`config.mk`:
```
export PLATFORM = sky130hd
export DESIGN_NAME = vga_fill_engine
export DESIGN_NICKNAME = d
export VERILOG_FILES = /design/src/rtl/vga_fill_engine.sv
export SDC_FILE = /design/constraint.sdc
export NUM_CORES = 1
export LEC_CHECK = 0
export ABC_CLOCK_PERIOD_IN_PS = 8650
export BUFFER_PORTS_ARGS = -buffer_cell sky130_fd_sc_hd__buf_2
export CAP_MARGIN = 10
export CORE_MARGIN = 3
export CORE_UTILIZATION = 51
export CTS_BUF_LIST = sky130_fd_sc_hd__clkbuf_8
export CTS_CLUSTER_DIAMETER = 150
export CTS_CLUSTER_SIZE = 30
export DETAILED_ROUTE_END_ITERATION = 10
export PLACE_DENSITY = 0.73
export SYNTH_ARGS = -nofsm -noshare
export SYNTH_HDL_FRONTEND = slang
export SYNTH_SLANG_ARGS = --single-unit
```
`constraint.sdc`:
```
create_clock -name clk -period 8.65 [get_ports clk]
set_input_delay 0.865 -clock clk [delete_from_list [all_inputs] [get_ports clk]]
set_output_delay 0.865 -clock clk [all_outputs]
set_load 0.02 [all_outputs]
```
`src/rtl/vga_fill_engine.sv`:
```
// vga_fill_engine
//   Bus-master rectangle fill. Latches a command in IDLE, clips the
//   rectangle to the visible area in CALC, then issues one single-cycle VRAM
//   write per pixel in raster order through the controller's VRAM window.
//   The local bus is shared with the CPU through bus_req/bus_gnt.
//
// Ports
//   clk, rst_n            clock, async active-low reset
//   start, abort          command strobe (IDLE only), cancel (CALC/WRITE)
//   x0, y0, width, height rectangle origin and size in pixels
//   color                 12-bit {R,G,B} fill colour
//   busy, done, err       status: busy while running, done pulse, sticky err
//   bus_req, bus_gnt      local bus arbitration
//   m_sel, m_addr, m_we, m_wdata  master side of the controller's slave port
module vga_fill_engine #(
  parameter int              XLEN      = 32,
  parameter int              H_ACTIVE  = 640,
  parameter int              V_ACTIVE  = 480,
  parameter logic [XLEN-1:0] VRAM_BASE = 32'h0010_0000
) (
  input  logic            clk,
  input  logic            rst_n,
  input  logic            start,
  input  logic            abort,
  input  logic [9:0]      x0,
  input  logic [8:0]      y0,
  input  logic [9:0]      width,
  input  logic [8:0]      height,
  input  logic [11:0]     color,
  output logic            busy,
  output logic            done,
  output logic            err,
  output logic            bus_req,
  input  logic            bus_gnt,
  output logic            m_sel,
  output logic [XLEN-1:0] m_addr,
  output logic [2:0]      m_we,
  output logic [XLEN-1:0] m_wdata
);

  typedef enum logic [1:0] {S_IDLE, S_CALC, S_WRITE, S_FIN} state_t;

  typedef struct packed {
    logic [9:0]  x0;
    logic [8:0]  y0;
    logic [9:0]  width;
    logic [8:0]  height;
    logic [11:0] color;
  } fill_cmd_t;

  state_t    state;
  fill_cmd_t cmd;

  // Walk state: row_base is the pixel index of the current row's first
  // column; xoff/yoff count within the clipped rectangle.
  logic [18:0] row_base;
  logic [9:0]  xoff;
  logic [8:0]  yoff;
  logic [10:0] ncols;
  logic [10:0] nrows;

  // CALC-stage combinational clipping (11-bit sums cannot wrap)
  logic [10:0] x_sum, y_sum, xe, ye;
  logic        off_screen, empty;
  logic [18:0] base_calc;

  always_comb begin
    x_sum      = {1'b0, cmd.x0} + {1'b0, cmd.width};
    y_sum      = {2'b0, cmd.y0} + {2'b0, cmd.height};
    xe         = (x_sum > 11'(H_ACTIVE)) ? 11'(H_ACTIVE) : x_sum;
    ye         = (y_sum > 11'(V_ACTIVE)) ? 11'(V_ACTIVE) : y_sum;
    off_screen = ({1'b0, cmd.x0} >= 11'(H_ACTIVE)) || ({2'b0, cmd.y0} >= 11'(V_ACTIVE));
    empty      = (cmd.width == '0) || (cmd.height == '0);
    // Constant multiply, only evaluated once per command
    base_calc  = 19'(cmd.y0) * 19'(H_ACTIVE) + 19'(cmd.x0);
  end

  logic        last_col, last_row, in_write;
  logic [18:0] pix_idx;

  assign last_col = ({1'b0, xoff} == ncols - 11'd1);
  assign last_row = ({2'b0, yoff} == nrows - 11'd1);
  assign pix_idx  = row_base + 19'(xoff);
  assign in_write = (state == S_WRITE);

  // Bus side follows the grant combinationally; abort suppresses the write
  // in the same cycle so nothing lands after a cancel.
  assign m_sel   = in_write & bus_gnt & ~abort;
  assign m_we    = m_sel ? 3'b100 : 3'b000;
  assign m_addr  = in_write ? (VRAM_BASE | XLEN'(pix_idx)) : '0;
  assign m_wdata = in_write ? XLEN'(cmd.color) : '0;

  always_ff @(posedge clk or negedge rst_n) begin
    if (!rst_n) begin
      state    <= S_IDLE;
      cmd      <= '0;
      row_base <= '0;
      xoff     <= '0;
      yoff     <= '0;
      ncols    <= '0;
      nrows    <= '0;
      busy     <= 1'b0;
      done     <= 1'b0;
      err      <= 1'b0;
      bus_req  <= 1'b0;
    end else begin
      case (state)
        S_IDLE: begin
          done <= 1'b0;
          if (start) begin
            cmd   <= '{x0: x0, y0: y0, width: width, height: height, color: color};
            busy  <= 1'b1;
            state <= S_CALC;
          end
        end

        S_CALC: begin
          row_base <= base_calc;
          xoff     <= '0;
          yoff     <= '0;
          ncols    <= xe - {1'b0, cmd.x0};
          nrows    <= ye - {2'b0, cmd.y0};
          if (abort || off_screen) begin
            busy  <= 1'b0;
            done  <= 1'b1;
            err   <= 1'b1;
            state <= S_FIN;
          end else if (empty) begin
            busy  <= 1'b0;
            done  <= 1'b1;
            err   <= 1'b0;
            state <= S_FIN;
          end else begin
            bus_req <= 1'b1;
            state   <= S_WRITE;
          end
        end

        S_WRITE: begin
          if (abort) begin
            bus_req <= 1'b0;
            busy    <= 1'b0;
            done    <= 1'b1;
            err     <= 1'b1;
            state   <= S_FIN;
          end else if (bus_gnt) begin
            // Position only moves on an accepted write; a dropped grant
            // simply re-presents the same pixel.
            if (last_col) begin
              xoff     <= '0;
              yoff     <= yoff + 9'd1;
              row_base <= row_base + 19'(H_ACTIVE);
              if (last_row) begin
                bus_req <= 1'b0;
                busy    <= 1'b0;
                done    <= 1'b1;
                err     <= 1'b0;
                state   <= S_FIN;
              end
            end else begin
              xoff <= xoff + 10'd1;
            end
          end
        end

        S_FIN: begin
          done  <= 1'b0;
          state <= S_IDLE;
        end

        default: state <= S_IDLE;
      endcase
    end
  end

endmodule

```
==> After elaboration in Yosys (flattened, before gate mapping) <==
Index checks and enable logic that the tools add are counted.
{ "word_totals": {"wordCells": 112, "register_bits": 116, "input_bits": 55, "output_inout_bits": 72} }
{ "op_classes": {"reduce_logical": 17, "eq_ne": 15, "n_addsub": 11, "n_mul": 1, "muxes": 46, "bitwise": 3, "n_lt_le_gt_ge": 4} }
{ "op_table": {"columns": ["cell", "count"], "rows": [
  ["$mux W19", 3],
  ["$mux W10", 4],
  ["$add A19 B10 Y19", 2],
  ["$pmux W19 S2", 1],
  ["$mux W9", 3],
  ["$sub A11 B1 Y11 const B", 2],
  ["$mux W21", 1],
  ["$pmux W10 S2", 1],
  ["$add A19 B10 Y19 const B", 1],
  ["$mux W1", 19],
  ["$pmux W9 S2", 1],
  ["$mul A9 B3 Y12 const B", 1],
  ["$mux W12", 1],
  ["$ne A2 B2 Y1 const B", 6],
  ["$ne A3 B3 Y1 const B", 4],
  ["$reduce_and A4 Y1", 3],
  ["$reduce_and A6 Y1", 2],
  ["$add A10 B10 Y11", 1],
  ["$eq A10 B11 Y1", 1],
  ["$eq A9 B11 Y1", 1],
  ["$gt A11 B10 Y1 const B", 1],
  ["$mux W11", 1],
  ["$sub A10 B9 Y11", 1],
  ["$sub A11 B10 Y11", 1],
  ["25 further kinds", 35]
]} }

==> Depth between registers and ports, before layout <==
Gate-level depths: netlist (run 1).
{ "depth": {"ltp_word": 7, "ltp_mapped": 21, "ltp_nobuf": 21} }

==> Worst setup path before layout (run 1) <==
Ideal clock, no wire load.
{ "synth_timing": {"kind": "reg2reg", "from": "register cmd[31] in the netlist's numbering", "to": "register nrows[8]", "slack_ps": 4375, "t_arrival_ps": 4150, "n_path_buf": 0, "synth_period_minus_slack_ps": 4275, "setup_ps": 125, "required_time_ps": 8525, "path_stages_with_launch": 21, "cell_sequence": "dfrtp_1 > ha_1 > inv_1 > fa_1 > nor2b_1 > o31a_1 > a211oi_1 > o32ai_1 > or4_4 > o21ai_0 > nor2_1 > ha_1 > nor2b_1 > o21ai_0 > a21boi_0 > o21ai_0 > nand2_1 > a21o_1 > a21o_1 > xor2_1 > mux2_2"} }
{ "synth_between": {"elab_chain_cells": 4} }
{ "synth_rtl": {"columns": ["item", "line_no", "text"], "rows": [
  ["start, declared", "52", "fill_cmd_t cmd;"],
  ["start signal, assigned", "111", "cmd <= '{x0: x0, y0: y0, width: width, height: height, color: color};"],
  ["$add A9 B9 Y10", "69", "y_sum = {2'b0, cmd.y0} + {2'b0, cmd.height};"],
  ["$gt A10 B9 Y1", "71", "ye = (y_sum > 11'(V_ACTIVE)) ? 11'(V_ACTIVE) : y_sum;"],
  ["$mux W10", "71", null],
  ["$sub A10 B9 Y11 *", "122", "nrows <= ye - {2'b0, cmd.y0};"],
  ["end signal, assigned", "122", null],
  ["end, declared", "60", "logic [10:0] nrows;"]
]} }
Mark *: on every way between the ends. The rest lies on a longest branch, timed or not.
A chain may end at the register's enable or synchronous reset.

==> Worst setup path after layout (run 1) <==
Ends and elaborated chain as after synthesis.

==> reports/metrics.yaml, run 1 <==
final_layout:
  drive_gt1_frac: 0.199
  n_fill_cell: 1534
  regArea_sq_um: 2900
  multi_input_area_sq_um: 5780
  syn_to_final_growth_pct: 10.2
  layout_common_cells: "116 x dfrtp_1, 91 x buf_2, 82 x nor2_1"
  final_cells: 1334
  layout_commonest_cell: "dfrtp_1"
  nNetsFinal: 1232
synth:
  async_flop_share: 1.00
  seq_area_frac_synth: 0.316
  synthCells: 1011
  synth_ff_type: "dfrtp_1"
  syn_avg_cell_area_sq_um: 9.09
  synth_edf_count: 0
  synth_seq_cells: 116
  ys_types: 82
  yosys_warnings: 0
  netlist_area_sq_um: 9190
placement:
  placedCellCount: 1301
  globalplace.congestion: 0.856
  place.port_buffers: 92
  hpwl_mm: 15.6
routing:
  detail_route.first_pass.iterations: 5
  wire_per_inst_microns: 15.3
  totalWireLength_mm: 20.5
  drtAntennaViolNets: 0
  vias: 7451
  viasPerCell: 5.59
  post-route-drc-count: 0
  drtIter0Drc: 419
clock_network:
  clk_latency_ns: 0.45
  ctsResizeCount: 0
  hold_buffers: 0
  cts_buffers: 17
  cts-root-buf: "clkbuf_8"
  cts-htree-levels: 4
  cts.sinks: 116
  post_cts_buffers: 0
  cts_tree: "yes"
  clk_pin_slew_ns: 0.08
  cts_max_path_buffers: 2
timing:
  hold_violations: 0
  drv_slew: 0
  period_needed_ns: 4.73
  slew_headroom: 0.214
  setup_violations: 0
  finClkSkew_ns: 0.0131
  rsz0062_at_grt: "no"
  setup_tns_ns: 0
  max_slew.worst_pin.slew_ns: 1.17
  period_share: 0.547
  fmax_mhz: 211
floorplan:
  floorplan.initialDensity: 0.526
  die_w_microns: 140
  io_pins: 127
  core_sq_um: 17500
  row_count: 48
  fp.dieH_microns: 140
  dieArea_sq_um: 19700
worst_setup_path:
  crit_arrival_ns: 5.06
  cp-end-kind: "register"
  path_class: "register to register"
  cp_top_family: "compound AO/OA/AOI/OAI gates"
  startpoint_type: "register"
  crit_path_start: "cmd[31]"
  cpMostUsedCell: "o21ai_0"
  path_max_fanout: 6
  max_stage_delay_ns: 0.56
  cp.required_ns: 8.98
  path_buf_inv: 1
  critPathSlowestCell: "or4_4"
  crit_chain: "ha_1, inv_1, fa_1, nor2b_1, o2111ai_1, o21ai_0, o32ai_1, or4_4, o21ai_0, nor2_1, ha_1, nor2b_1, o21ai_0, a21boi_0, o21ai_0, nand2_1, a21o_1, a21o_1, xor2_1, mux2_2"
  r2r_start: "cmd[31]"
global_route:
  grt_max_degree: 75
  grtUsageTotal: 0.211
  grt_overflow: 0
  grt_pass1_wl_mm: 34.5
  antenna_found_initial: 0
  grt_pass1_vias: 7180
run_status:
  status: "complete, no violations"
min_path:
  hold_path.class: "input port to asynchronous set/reset pin"
flow_run:
  drv_cap: 0
[registers in the layout, indices dropped and copies added, names as in the netlist]
name and count:
nrows 11, ncols 11, done 1, yoff 9, row_base 19, bus_req 1, busy 1, err 1
state 2, xoff 10, cmd 50
[cells in the mapped netlist (4+ instances only)]
| cell | number | area [sq um] |
|---|---|---|
| o31ai_1 | 5 | 37.5 |
| mux2i_1 | 5 | 50.1 |
| or3_1 | 10 | 62.6 |
| o21ai_0 | 62 | 310 |
| o21a_1 | 4 | 30.0 |
| a31oi_1 | 9 | 56.3 |
| fa_1 | 7 | 140 |
| nand3_1 | 26 | 130 |
| o21bai_1 | 12 | 90.1 |
| inv_1 | 64 | 240 |
| o211ai_1 | 8 | 60.1 |
| nor2b_1 | 21 | 131 |
| nor2_1 | 82 | 308 |
| o2111ai_1 | 5 | 43.8 |
| xor2_1 | 35 | 307 |
| nand4_1 | 13 | 81.3 |
| nor3_1 | 20 | 100 |
| buf_4 | 38 | 285 |
| clkbuf_1 | 18 | 67.6 |
| nand2b_1 | 12 | 75.1 |
| ha_1 | 75 | 938 |
| buf_1 | 7 | 26.3 |
| nand2_1 | 49 | 184 |
| a31o_2 | 8 | 70.1 |
| and3_1 | 8 | 50.1 |
| mux2_2 | 58 | 653 |
| and2_1 | 18 | 113 |
| nor3b_1 | 5 | 37.5 |
| or2_2 | 10 | 62.6 |
| a21oi_1 | 60 | 300 |
| xnor2_1 | 39 | 342 |
| dfrtp_1 | 116 | 2900 |
| o22ai_1 | 6 | 37.5 |
| nor4_1 | 5 | 31.3 |
| a211oi_1 | 6 | 45.0 |
| a21o_1 | 19 | 143 |
| o311ai_0 | 4 | 35.0 |
[logic make-up after synthesis]
family                     synth area share
and+or+nand+nor                       0.166
other                              0.000408
AOI/OAI and AO/OA                     0.184
adders and majority gates             0.117
xor gates and xnor gates             0.0705
muxes                                0.0765
DFF                                   0.316
buffers and inverters                0.0695
[per-layer routing]
| metal | global-route usage | wire length [microns] | share of wire |
|---|---|---|---|
| met1 | 0.301 | 10100 | 0.50 |
| met5 | 0 | 0 | 0 |
| met4 | 0.0663 | 320 | 0.016 |
| met2 | 0.325 | 8960 | 0.44 |
| met3 | 0.0403 | 1050 | 0.051 |
[worst paths after layout]
check | cells past startpoint | slack [ns] | end
max in group asynchronous | 2 | 6.88 | cmd[35]
min in group clk | 1 | 0.51 | cmd[3]
max reg2reg | 20 | 3.92 | nrows[8]
min reg2reg | 1 | 0.51 | cmd[3]
min | 1 | 0.41 | xoff[3]
max | 20 | 3.92 | nrows[8]
[area by class of cell]
class	instances	share of cell area
well taps	225	0.0278
inverters	65	0.0241
repair buffers	97	0.0494
diodes	1	0.000247
flip-flops and latches	116	0.286
clock inverters	15	0.0188
multi-input cells	798	0.570
clock buffers	17	0.0231
[worst register-to-register path, stage by stage, from the launching register on]
cell and delay [ns]:
dfrtp_1 0.44, ha_1 0.20, inv_1 0.06, fa_1 0.39, nor2b_1 0.19, o2111ai_1 0.12, o21ai_0 0.14, o32ai_1 0.15
or4_4 0.56, o21ai_0 0.40, nor2_1 0.08, ha_1 0.35, nor2b_1 0.15, o21ai_0 0.19, a21boi_0 0.15, o21ai_0 0.18
nand2_1 0.10, a21o_1 0.18, a21o_1 0.19, xor2_1 0.14, mux2_2 0.26
[stage by stage]
| stage | hold WS, ns | util | setup slack, ns | area [sq um] |
|---|---|---|---|---|
| after global placement | 0.481 | 0.555 | 4.04 | 9710 |
| after detailed placement | 0.491 | 0.555 | 3.97 | 9710 |
| after floorplan | 0.471 | - | 4.38 | 9320 |
| after CTS | 0.410 | 0.580 | 3.95 | 10100 |
| after global routing | 0.443 | 0.580 | 3.48 | 10100 |
| final | 0.408 | 0.580 | 3.92 | 10100 |
Power of run 1 is left out: the tool's default activity adds up to more than one toggle a clock period on the data nets, which glitch-free logic cannot reach.
==> inputs of run 2 (changes only) <==
--- a/config.mk
+++ b/config.mk
@@ -5,7 +5,7 @@
 export SDC_FILE = /design/constraint.sdc
 export NUM_CORES = 1
 export LEC_CHECK = 0
-export ABC_CLOCK_PERIOD_IN_PS = 8650
+export ABC_CLOCK_PERIOD_IN_PS = 4750
 export BUFFER_PORTS_ARGS = -buffer_cell sky130_fd_sc_hd__buf_2
 export CAP_MARGIN = 10
 export CORE_MARGIN = 3
==> constraint.sdc (replaced) <==
create_clock -name clk -period 4.75 [get_ports clk]
set_input_delay 0.475 -clock clk [delete_from_list [all_inputs] [get_ports clk]]
set_output_delay 0.475 -clock clk [all_outputs]
set_load 0.02 [all_outputs]
==> reports/metrics.yaml, run 2 (same netlist as run 1, synthesis figures left out) <==
floorplan:
  dieArea_sq_um: 19700  # unchanged
  die_w_microns: 140  # unchanged
  row_count: 48  # unchanged
  fp.dieH_microns: 140  # unchanged
  core_sq_um: 17500  # unchanged
  floorplan.initialDensity: 0.526  # unchanged
  io_pins: 127  # unchanged
clock_network:
  cts.sinks: 116  # unchanged
  cts_tree: "yes"
  cts_buffers: 17  # unchanged
  cts_max_path_buffers: 2  # unchanged
  clk_pin_slew_ns: 0.07  # about the same
  clk_latency_ns: 0.45  # about the same
  cts-root-buf: "clkbuf_8"
  cts-htree-levels: 4  # unchanged
global_route:
  grtUsageTotal: 0.213  # +0.00255
  grt_max_degree: 72  # -4.0%
  grt_pass1_vias: 7131  # -0.68%
  grt_pass1_wl_mm: 34.6  # +0.38%
  grt_overflow: 0  # unchanged
  antenna_found_initial: 1  # +1
worst_setup_path:
  crit_end: "nrows[8]"
  cp.required_ns: 5.09  # -3.89 ns
  r2r_cells: 22  # +10%
  r2r_setup_slack_ns: 0.31  # -3.61 ns
  path_class: "register to register"
  reg2reg_to: "nrows[8]"
  cp-end-kind: "register"
  startpoint_type: "register"
  path_max_fanout: 4  # -2
  crit_arrival_ns: 4.78  # -0.28 ns
  r2r_start: "cmd[12]"
  crit_path_start: "cmd[12]"
final_layout:
  drive_gt1_frac: 0.206  # +0.00701
  final_cells: 1339  # +0.37%
  layout_commonest_cell: "dfrtp_1"
  largest_register: "cmd"
  n_fill_cell: 1569  # +2.3%
  finish.utilization: 0.582  # +0.00222
  largest_reg_flops: 50  # unchanged
  syn_to_final_growth_pct: 10.6
  antenna_cells: 0  # -1
  top_regs: "cmd (50), row_base (19)"
  nNetsFinal: 1238  # +0.49%
  layout_common_cells: "115 x dfrtp_1, 91 x buf_2, 82 x nor2_1"
routing:
  viasPerCell: 5.55  # -0.59%
  drtAntennaViolNets: 0  # unchanged
  totalWireLength_mm: 20.5  # +0.26%
  drtIter0Drc: 433  # +3.3%
  post-route-drc-count: 0  # unchanged
  vias: 7435  # -0.21%
  detail_route.first_pass.iterations: 5  # unchanged
  wire_per_inst_microns: 15.3  # -0.11%
run_status:
  status: "complete, no violations"
timing:
  drv_slew: 0  # unchanged
  period_needed_ns: 4.44  # -0.286 ns
  setup_violations: 0  # unchanged
  hold_violations: 0  # unchanged
  period_share: 0.936  # +0.389
  max_slew.worst_pin.slew_ns: 1.13  # -0.0422 ns
  setup_tns_ns: 0  # unchanged
  slew_headroom: 0.247  # +0.0337
  fmax_mhz: 225  # +6.4%
  finClkSkew_ns: 0.00859  # -0.00451 ns
placement:
  globalplace.congestion: 0.895  # +4.6%
  placedCellCount: 1305  # +0.31%
  place.port_buffers: 92  # unchanged
  hpwl_mm: 15.6  # +0.42%
min_path:
  hold_path.class: "input port to asynchronous set/reset pin"
flow_run:
  drv_cap: 0  # unchanged
run 2: worst min-delay path by stage:
stage	start	endpoint	slack (ns)
after CTS	rst_n	xoff[0]	0.11
after global placement	cmd[5]	cmd[5]	0.48
final	rst_n	xoff[0]	0.11
after detailed placement	cmd[8]	cmd[8]	0.49
after floorplan	rst_n	bus_req	0.18
after global routing	rst_n	xoff[0]	0.14
run 2: per-stage QoR:
stage / worst slack [ns] / instance area [sq um] / hold WS (ns)
floorplan: 0.475 / 9320 / 0.179
global placement: 0.259 / 9740 / 0.481
detailed placement: 0.160 / 9740 / 0.486
CTS: 0.127 / 10100 / 0.112
global route: -0.00253 / 10200 / 0.139
finish: 0.306 / 10200 / 0.111
run 2: area by class of cell:
class / instances / area [sq um] / area share
Clock inverter: 11 / 110 / 0.0108
Multi-Input combinational cell: 798 / 5800 / 0.570
Inverter: 65 / 244 / 0.0240
Clock buffer: 21 / 289 / 0.0284
Tap cell: 225 / 282 / 0.0277
Timing Repair Buffer: 103 / 546 / 0.0536
Sequential cell: 116 / 2900 / 0.285
run 2: routing by layer:
layer,global-route usage,vias up,part of all wire
met5,0,-,0.00034
met4,0.0739,2,0.021
met3,0.0512,38,0.058
met2,0.321,192,0.43
met1,0.302,3469,0.49
li1,-,3734,-
run 2: worst max-delay path, stage by stage (launching register included):
cell       delay (ns)
dfrtp_1          0.40
ha_1             0.21
inv_1            0.06
fa_1             0.40
nor2b_1          0.18
o2111ai_1        0.13
o21ai_1          0.17
o32ai_1          0.15
or4_4            0.57
o21ai_2          0.19
buf_4            0.15
nor2_1           0.04
nor2_1           0.11
fa_1             0.22
nor2b_1          0.06
o21ai_1          0.14
a21boi_0         0.12
o21ai_0          0.18
nand2_1          0.10
a21o_1           0.18
a21o_1           0.19
xor2_1           0.14
mux2_2           0.26
run 2: repair_timing:
action | CTS | global route
setup buffers | 0 | 2
resized for setup | 0 | 8
hold buffers | 0 | 0
endpoints found under the setup margin | 0 | 3
Power of run 2 is left out for the same reason.
==> inputs of run 3 (changes only) <==
--- a/config.mk
+++ b/config.mk
@@ -9,12 +9,12 @@
 export BUFFER_PORTS_ARGS = -buffer_cell sky130_fd_sc_hd__buf_2
 export CAP_MARGIN = 10
 export CORE_MARGIN = 3
-export CORE_UTILIZATION = 51
+export CORE_UTILIZATION = 35
 export CTS_BUF_LIST = sky130_fd_sc_hd__clkbuf_8
 export CTS_CLUSTER_DIAMETER = 150
 export CTS_CLUSTER_SIZE = 30
 export DETAILED_ROUTE_END_ITERATION = 10
-export PLACE_DENSITY = 0.73
+export SKIP_LAST_GASP = 1
 export SYNTH_ARGS = -nofsm -noshare
 export SYNTH_HDL_FRONTEND = slang
 export SYNTH_SLANG_ARGS = --single-unit
==> reports/metrics.yaml, run 3 (same netlist as run 1, synthesis figures left out) <==
run_status:
  status: "complete, no violations"
final_layout:
  antenna_cells: 0  # unchanged
  finish.utilization: 0.405  # -0.177
  syn_to_final_growth_pct: 12.3
  final_cells: 1449  # +8.2%
  top_regs: "cmd (50), row_base (19)"
  n_fill_cell: 2587  # +65%
  layout_common_cells: "116 x dfrtp_1, 91 x buf_2, 82 x nor2_1"
  drive_gt1_frac: 0.207  # +0.00176
  largest_register: "cmd"
  nNetsFinal: 1243  # +0.40%
  layout_commonest_cell: "dfrtp_1"
  largest_reg_flops: 50  # unchanged
floorplan:
  floorplan.initialDensity: 0.361  # -0.165
  dieArea_sq_um: 28200  # +44%
  fp.dieH_microns: 168  # +20%
  row_count: 58  # +21%
  io_pins: 127  # unchanged
  die_w_microns: 168  # +20%
  core_sq_um: 25500  # +46%
worst_setup_path:
  path_buf_inv: 2  # unchanged
  cp-end-kind: "register"
  crit_arrival_ns: 4.72  # -0.06 ns
  crit_chain: "ha_1, inv_1, fa_1, nor2b_1, o2111ai_1, o21ai_0, o32ai_1, or4_4, o21ai_2, buf_4, nor2_1, nor2_1, fa_1, nor2b_1, o21ai_0, a21boi_0, o21ai_0, nand2_1, a21o_1, a21o_1, xor2_1, mux2_2"
  cp_top_family: "compound AO/OA/AOI/OAI gates"
  path_max_fanout: 4  # unchanged
  critPathSlowestCell: "or4_4"
  startpoint_type: "register"
  max_stage_delay_ns: 0.56  # about the same
  cp.required_ns: 5.07  # -0.02 ns
  path_class: "register to register"
  cpMostUsedCell: "o21ai_0"
global_route:
  grt_pass1_vias: 6890  # -3.4%
  antenna_found_initial: 1  # unchanged
  grt_pass1_wl_mm: 36.0  # +4.0%
  grt_max_degree: 63  # -13%
  grtUsageTotal: 0.154  # -0.0590
  grt_overflow: 0  # unchanged
routing:
  post-route-drc-count: 0  # unchanged
  detail_route.first_pass.iterations: 4  # -1
  wire_per_inst_microns: 15.0  # -2.2%
  viasPerCell: 5.07  # -8.8%
  totalWireLength_mm: 21.7  # +5.8%
  drtIter0Drc: 348  # -20%
  vias: 7341  # -1.3%
  drtAntennaViolNets: 0  # unchanged
timing:
  hold_violations: 0  # unchanged
  period_needed_ns: 4.40  # -0.0454 ns
  setup_violations: 0  # unchanged
  drv_slew: 0  # unchanged
  max_slew.worst_pin.slew_ns: 1.14  # +0.0171 ns
  period_share: 0.926  # -0.00956
  setup_tns_ns: 0  # unchanged
  fmax_mhz: 227  # +1.0%
  slew_headroom: 0.230  # -0.0168
  finClkSkew_ns: 0.0125  # +0.00390 ns
  rsz0062_at_grt: "no"
clock_network:
  cts_max_path_buffers: 2  # unchanged
  clk_latency_ns: 0.44  # about the same
  cts-htree-levels: 4  # unchanged
  cts_buffers: 17  # unchanged
  clk_pin_slew_ns: 0.07  # about the same
  cts_tree: "yes"
  cts.sinks: 116  # unchanged
  cts-root-buf: "clkbuf_8"
placement:
  place.port_buffers: 92  # unchanged
  globalplace.congestion: 0.802  # -10%
  placedCellCount: 1414  # +8.4%
  hpwl_mm: 16.8  # +7.2%
flow_run:
  drv_cap: 0  # unchanged
min_path:
  hold_path.class: "input port to register"
run 3: changes by cell type in the layout (fill, tap and decap cells not counted), sizes merged:
cell,before,now
clkbuf,21,19
clkinvlp,2,5
inv,67,66
buf,103,107
dlygate4sd3,0,1
run 3: path summary, 6_finish.rpt:
kind | startpoint | to | slack (ns) | cells after the start
setup / recovery | cmd[12] | nrows[8] | 0.35 | 22
hold / removal | color[2] | cmd[2] | 0.26 | 2
setup reg to reg | cmd[12] | nrows[8] | 0.35 | 22
hold reg to reg | cmd[2] | cmd[2] | 0.50 | 1
max in group asynchronous | rst_n | err | 3.33 | 3
min in group asynchronous | rst_n | cmd[19] | 0.40 | 2
run 3: what timing repair did:
action / 4_1_cts / 5_1_grt
gates resized for setup: 0 / 3
hold endpoints to repair: 11 / 0
endpoints found under the setup margin: 0 / 2
buffers inserted: 0 / 2
hold buffers: 1 / 0
run 3: worst register-to-register path, cell delays in order (launching register included):
cell,delay (ns)
dfrtp_1,0.39
ha_1,0.20
inv_1,0.06
fa_1,0.39
nor2b_1,0.19
o2111ai_1,0.13
o21ai_0,0.15
o32ai_1,0.15
or4_4,0.56
o21ai_2,0.15
buf_4,0.14
nor2_1,0.04
nor2_1,0.11
fa_1,0.22
nor2b_1,0.05
o21ai_0,0.19
a21boi_0,0.14
o21ai_0,0.16
nand2_1,0.10
a21o_1,0.18
a21o_1,0.19
xor2_1,0.14
mux2_2,0.26
run 3: metal layers:
metal,vias up,share of wire,GRT usage
li1,3754,-,-
met1,3385,0.52,0.234
met2,184,0.42,0.222
met3,16,0.051,0.0329
met4,2,0.011,0.0388
met5,-,0.00060,0
run 3: per-stage QoR:
stage | setup WS, ns | hold WS [ns] | instance area (sq um)
after floorplan | 0.475 | 0.179 | 9320
after global placement | 0.327 | 0.331 | 9900
after detailed placement | 0.235 | 0.330 | 9900
after CTS | 0.214 | 0.230 | 10300
after global routing | 0.0458 | 0.234 | 10300
final | 0.351 | 0.263 | 10300
run 3: cell type report:
type / count / area, sq um / area share
multi-input combinational: 798 / 5790 / 0.560
clock inverter: 13 / 134 / 0.0130
clock buffer: 19 / 262 / 0.0253
timing repair buffer: 108 / 586 / 0.0567
tap: 330 / 413 / 0.0400
sequential: 116 / 2900 / 0.281
inverter: 65 / 244 / 0.0236
Power of run 3 is left out for the same reason.
